===== src/rtl/av_method_arbiter.sv =====
// -----------------------------------------------------------------------------
// av_method_arbiter
//
// Round-robin arbiter sharing one ActionValue method of a compiled BSV module
// (RDY/EN/argument/result port group) among NREQ requesters. At most one call
// is issued per cycle, EN_m is only raised while RDY_m is high, and the method
// result is captured into a one-entry response register tagged with the ID of
// the requester that made the call.
//
// Ports
//   CLK          clock, all state updates on the rising edge
//   RST_N        synchronous active-low reset
//   req_valid    per-requester call request
//   req_arg      flattened arguments, requester i at [i*AW +: AW]
//   req_grant    one-hot, the call from requester i is accepted this cycle
//   RDY_m        method ready from the wrapped module
//   EN_m         method enable to the wrapped module
//   m_arg        method argument to the wrapped module
//   m_result     method result, valid in the cycle EN_m is high
//   resp_valid   response register holds data
//   resp_data    captured method result
//   resp_id      requester that issued the captured call
//   resp_ready   consumer accepts the response
//   issue_count  total accepted calls, wraps modulo 2^CW
// -----------------------------------------------------------------------------
module av_method_arbiter #(
  parameter int NREQ = 4,
  parameter int IW   = 2,
  parameter int AW   = 32,
  parameter int RW   = 32,
  parameter int CW   = 16
) (
  input  logic              CLK,
  input  logic              RST_N,
  input  logic [NREQ-1:0]   req_valid,
  input  logic [NREQ*AW-1:0] req_arg,
  output logic [NREQ-1:0]   req_grant,
  input  logic              RDY_m,
  output logic              EN_m,
  output logic [AW-1:0]     m_arg,
  input  logic [RW-1:0]     m_result,
  output logic              resp_valid,
  output logic [RW-1:0]     resp_data,
  output logic [IW-1:0]     resp_id,
  input  logic              resp_ready,
  output logic [CW-1:0]     issue_count
);

  logic [IW-1:0] rr_ptr;
  logic [IW-1:0] winner;
  logic          found;
  logic          can_issue;

  // A response that is being drained this cycle frees the register, so a new
  // call may be issued in the same cycle without a bubble.
  assign can_issue = RDY_m && (!resp_valid || resp_ready);

  // Winner: first requesting index at or above rr_ptr, wrapping modulo NREQ.
  // Depends only on rr_ptr and req_valid, never on m_result.
  always_comb begin
    // NOTE: every variable gets a default before any conditional assignment,
    // otherwise paths that skip the assignment would infer a latch.
    winner = '0;
    found  = 1'b0;
    for (int k = 0; k < NREQ; k++) begin
      if (!found && req_valid[(int'(rr_ptr) + k) % NREQ]) begin
        found  = 1'b1;
        winner = IW'((int'(rr_ptr) + k) % NREQ);
      end
    end
  end

  always_comb begin
    EN_m      = 1'b0;
    req_grant = '0;
    m_arg     = '0;
    if (can_issue && found) begin
      EN_m              = 1'b1;
      req_grant[winner] = 1'b1;
      m_arg             = req_arg[int'(winner)*AW +: AW];
    end
  end

  always_ff @(posedge CLK) begin
    // NOTE: state registers use non-blocking assignments so every register
    // samples the pre-edge values, independent of statement order.
    if (!RST_N) begin
      // NOTE: the datapath registers resp_data/resp_id are reset as well, so
      // the response port reads as zero after reset rather than X.
      resp_valid  <= 1'b0;
      resp_data   <= '0;
      resp_id     <= '0;
      issue_count <= '0;
      rr_ptr      <= '0;
    end else if (EN_m) begin
      resp_valid  <= 1'b1;
      resp_data   <= m_result;
      resp_id     <= winner;
      issue_count <= issue_count + CW'(1);
      rr_ptr      <= (winner == IW'(NREQ - 1)) ? '0 : winner + IW'(1);
    end else if (resp_valid && resp_ready) begin
      resp_valid  <= 1'b0;
    end
  end

endmodule

===== config.mk =====
export PLATFORM = sky130hd
export DESIGN_NAME = av_method_arbiter
export DESIGN_NICKNAME = d
export VERILOG_FILES = /design/src/rtl/av_method_arbiter.sv
export SDC_FILE = /design/constraint.sdc
export NUM_CORES = 1
export LEC_CHECK = 0
export BUFFER_PORTS_ARGS = -buffer_cell sky130_fd_sc_hd__buf_2
export CAP_MARGIN = 20
export CORE_AREA = 2 2 98 100
export DETAILED_ROUTE_END_ITERATION = 6
export DIE_AREA = 0 0 100 102
export PLACE_DENSITY = 0.84
export SLEW_MARGIN = 25
export SYNTH_ARGS = -nofsm -noshare
export SYNTH_HDL_FRONTEND = slang
export SYNTH_SLANG_ARGS = --single-unit

===== constraint.sdc =====
create_clock -name CLK -period 6.2 [get_ports CLK]
set_input_delay 1.86 -clock CLK [delete_from_list [all_inputs] [get_ports CLK]]
set_output_delay 1.86 -clock CLK [all_outputs]
set_load 0.005 [all_outputs]

; Word-level counts from Yosys, hierarchy flattened
; Cells that the tools add are included.
[word_totals]
ff_bits = 53
latchBits = 0
ramBits = 0
romBits = 0
out_inout_bits = 88
n_memories = 0
[classes]
addsub = 5
multipliers = 0
div = 0
magnitude_cmp = 6
eq_ne = 1
n_shift = 1
n_mux = 27
bitwise = 3
reduce_logical = 16
[op_table]
columns = op, count
row1 = $shiftx 128x8->32, 1
row2 = $mux 32, 1
row3 = $add 16x1->16 const B, 1
row4 = $mux 1, 15
row5 = $lt 3x4->1 const B, 3
row6 = $mux 2, 5
row7 = $bmux 1 s2, 4
row8 = $logic_and 1x1->1, 7
row9 = $lt 2x3->1 const B, 2
row10 = $reduce_or 2->1, 3
row11 = $add 2x1->2 const B, 2
row12 = $add 2x2->2 const B, 2
row13 = $logic_not 1->1, 4
row14 = $mux 4, 1
row15 = $and 1x1->1 const A, 3
row16 = $demux 1 s2, 1
row17 = $eq 2x2->1 const B, 1
row18 = $ge 2x1->1 const B, 1
row19 = $reduce_bool 2->1, 1
row20 = $logic_or 1x1->1, 1

; Depth between registers and ports, before layout
[depth]
word_depth = 19
depth_mapped = 9

; Worst setup path after synthesis
; OpenSTA, ideal clock, no wires.
[synth_timing]
path_type = in2out
start = input port req_valid[0]
end = output port req_grant[1]
arrival_time_ns = 3.005
t_required_ns = 4.340
setup_slack_ns = 1.335
stages = 8
path_buffers = 2
path_cell_list = inv_1 o221a_1 o22ai_2 buf_6 buf_6 inv_2 ha_1 and2_1
[synth_between]
elab_chain_cells = 17
word_cells_on_any_way = 32
cone_classes = order compare (2) / mux (22) / reduce/logical (8)
[synth_rtl]
columns = element, line
row1 = from (decl), 35  ; input logic [NREQ-1:0] req_valid,
row2 = $bmux 1 s2, 66  ; if (!found && req_valid[(int'(rr_ptr) + k) % NREQ]) begin
row3 = $mux 1 (not written as such), 66
row4 = $mux 1, 66
row5 = $logic_not 1->1, 66
row6 = $logic_and 1x1->1, 66
row7 = $mux 1, 66
row8 = $logic_not 1->1, 66
row9 = $logic_and 1x1->1, 66
row10 = [... 2 more ...], n/a
row11 = $logic_and 1x1->1, 66
row12 = $mux 2 (*), 66
row13 = net winner[0], 50  ; logic [IW-1:0] winner;
row14 = $lt 2x3->1 (not written as such) / $ge 2x1->1 (equally long branches), 79  ; req_grant[winner] = 1'b1;
row15 = $logic_and 1x1->1 (not written as such), 79
row16 = $mux 1 (not written as such), 79
row17 = $demux 1 s2 (*), 79
row18 = $mux 4 (*), 77  ; if (can_issue && found) begin
row19 = to (decl), 37  ; output logic [NREQ-1:0] req_grant,
; Mark *: on every way through the listed nets, which the timed path passes. The rest lies on a longest branch. The select of a mux whose other input is x is not followed.

; Final worst setup path
[layout_timing]
start = input port req_valid[0]
end = output port m_arg[4]
[layout_between]
elab_chain_cells = 14
word_cells_on_any_way = 28
cone_classes = shift (1) / mux (20) / reduce/logical (7)
[layout_rtl]
columns = element, line
row1 = $bmux 1 s2, 66
row2 = $mux 1 (not written as such), 66
row3 = $mux 1, 66
row4 = $logic_not 1->1, 66
row5 = $logic_and 1x1->1, 66
row6 = $mux 1, 66
row7 = $logic_not 1->1, 66
row8 = $logic_and 1x1->1, 66
row9 = $mux 1, 66
row10 = $logic_not 1->1, 66
row11 = $logic_and 1x1->1, 66
row12 = $mux 2 / $mux 1 (equally long branches), 66
row13 = $shiftx 128x8->32 / $logic_and 1x1->1 (equally long branches), "80, 77"
row14 = $mux 32 (*), 77
row15 = to (decl), 40  ; output logic [AW-1:0] m_arg,
; Every way passes the cells marked *; elsewhere a longest branch is shown, timed or not. The select of a mux whose other input is x is not followed.

==> impl_results.md <==
* Worst-case clock skew at ~0.0064 ns
* GRT Util Overall at 0.205
* Fin area at roughly 0.0046 sq mm
* Setup crit start kind: primary input
* Post-route ant nets at 0
* Pwr dens at roughly 190 mW/mm^2
* Syn Area/Cell at between 8 and 9 sq um
* Leakage Power at about 2.6 nW
* Crit path arrival time at around 3.6 ns
* RSZ-0062 raised after global routing: no
* Core area at about 0.009 sq mm
* 1st-iter DRT viols at between 100 and 150
* Hold Buf Count CTS at 0
* Adder and majority cell fraction of the synthesized area at 0.0195
* Tmin final at approximately 5.5 ns
* Worst slew pin tran at 0.718 ns
* Std-Cell Rows at 35
* First-pass GRT wire length at 16600 um
* DP HPWL at 9250 um
* Setup CP Type: primary input to primary output
* Post-CTS sizing at 0
* Placed cell area at between 0.004 and 0.005 sq mm
* Max-Cap Viols at 0
* Status: complete, no violations
* Synth cell types at 33
* Root Buffer Master: clkbuf_8
* Setup TNS at 0 ns
* Nets at approximately 790
* Vias in the first global route at around 3500
* Die X at ~100 um
* Num CTS Buffers at 5
* Endpoints failing setup at 0
* Die ar. at slightly above 0.01 sq mm
* Fin worst setup slack at around 0.73 ns
* Synth cell count leaders: 73 x nand2_1, 64 x mux2i_1, 53 x dfxtp_1
* Clk buf depth at 2
* Pre-Repair DR Iteration Count at 5
* Area fraction of the dominant cell type after synthesis at 0.330
* Worst skew pair latency at around 0.30 ns
* Worst Setup End Kind: primary output
* EDFF count, synth at 0
* Die height at ~100 um
* Most used flip-flop cell after synthesis: dfxtp_1
* Synth Instances at ~370
* Most common cell in the netlist: nand2_1
* Largest family of logic cells by synthesized area: multiplexers
* Compound-cell area share of the yosys netlist at 0.171
* IO buf count at about 260
* HP Class: register to register
* Final core occ at 0.510
* Largest net degree at the start of global routing at 54
* Critical Path RT at around 4.3 ns
* DRT Wirelength at roughly 12000 um
* Share of cells above drive strength 1 at 0.455
* Synth area leaders: dfxtp_1 33%, mux2i_1 20%, nand2_1 8.5%, a21boi_1 8.2%, o22ai_1 6.2%
* Initial Util at 0.353
* Peak supply drop at between 0.1 and 0.15 mV
* Syn-to-layout area delta at 44.6%
* Clock transition at path regs at 0.10 ns
* Worst slack, placed at 0.750 ns
* Vias per cell at 5.03
* Ys async rst share at 0
* Fin. max-slew vios at 0
* CP Max Fanout at 30
* GRT overflow at 0
* Sequential share of the synthesized area at 0.330
* Worst Reg-to-Reg Cells at 7
* Hold path depth at 2
* Residual DRC count at 0
* Postcts setup bufs at 0
* Netlist Area Pre-Place at about 0.0032 sq mm
* Synth area leader: dfxtp_1
* Synth warnings at 0
* RD Place Congestion at around 0.81
* Synth Area in Simple Gates at 0.177
* H-tree depth at 2
* Syn Nets at ~540
* Io pins at 256
* Via count at 3662
* CTS tree: done
* Crit share post-route at 0.881
* Initial antenna violation count at 6
* CTS Sinks at 53
* Slew HR at 0.521
* XOR/XNOR Fraction of Synth Area at 0.0409
* #FFs+latches synth at 53
* Hold Violations, Final at 0
* Wirelength per Cell at between 15 and 20 um
* Max Fclk at roughly 180 MHz
* Mux cell area share after synthesis at 0.199
-- state kept, by name (all words and copies together), names as in the netlist --
name	flops
issue_count	16
rr_ptr	2
resp_valid	1
resp_data	32
resp_id	2
-- cell families (layout without fill, tap and decap cells) --
group / count (synthesis) / in the layout
xor gates and xnor gates: 15 / 15
muxes: 64 / 64
AOI/OAI and AO/OA: 78 / 78
DFF: 53 / 53
buffers and inverters: 33 / 278
and+or+nand+nor: 120 / 120
adders and majority gates: 5 / 5
other: 0 / 4
-- worst max-delay path: stages --
cell,delay [ns]
buf_2,0.12
inv_1,0.06
o221a_1,0.29
o22ai_4,0.41
buf_12,0.30
mux2i_1,0.27
o22ai_1,0.13
buf_2,0.16
-- power breakdown --
group / internal [mW] / total, mW / leakage [nW] / switching [mW]
registers: 0.357 / 0.367 / 0.434 / 0.0101
logic: 0.151 / 0.296 / 2.12 / 0.145
clock network: 0.0908 / 0.205 / 0.0512 / 0.114
-- final timing paths --
| check | slack (ns) | endpoint | startpoint |
|---|---|---|---|
| max reg2reg | 4.37 | rr_ptr[1] | rr_ptr[0] |
| max | 0.73 | m_arg[4] | req_valid[0] |
| min reg2reg | 0.46 | resp_data[30] | resp_data[30] |
| min | 0.46 | resp_data[30] | resp_data[30] |
-- stage by stage --
stage / power (mW) / hold WS (ns) / cells
after CTS: 0.878 / 0.457 / 724
after global placement: 0.662 / 0.437 / 716
after global routing: 0.922 / 0.478 / 724
final: 0.869 / 0.455 / 728
after detailed placement: 0.672 / 0.443 / 716
after floorplan: 0.545 / 0.451 / 368
-- layout make-up --
| type | count | area, sq um |
|---|---|---|
| Fill cell | 904 | 4460 |
| Clock inverter | 2 | 13.8 |
| Multi-Input combinational cell | 282 | 1960 |
| Clock buffer | 6 | 82.6 |
| Inverter | 5 | 18.8 |
| Sequential cell | 53 | 1060 |
| Antenna cell | 4 | 10.0 |
| Timing Repair Buffer | 265 | 1360 |
| Tap cell | 111 | 139 |
-- cells in the final DEF, fill, tap and decap left out, drive strengths merged, types with 2 or more instances in the layout --
cell type  instances
nand2b             2
and3               4
nand3              7
buf              265
xnor2             11
and4               2
xor2               4
nand2             74
dfxtp             53
o21ai              3
clkbuf             6
and2              18
mux2i             64
nand4              4
clkinv             2
nor2b              6
a21oi              2
diode              4
ha                 5
inv                5
o22ai             33
a21boi            36
-- metal layers --
metal  vias up  global-route usage  part of all wire
li1       1781                   -                 -
met5         -                   0            0.0042
met4         8              0.0453             0.015
met2       156               0.357              0.50
met3        20              0.0773             0.098
met1      1697               0.241              0.38
No activity file was read; power rests on OpenSTA's default activity.
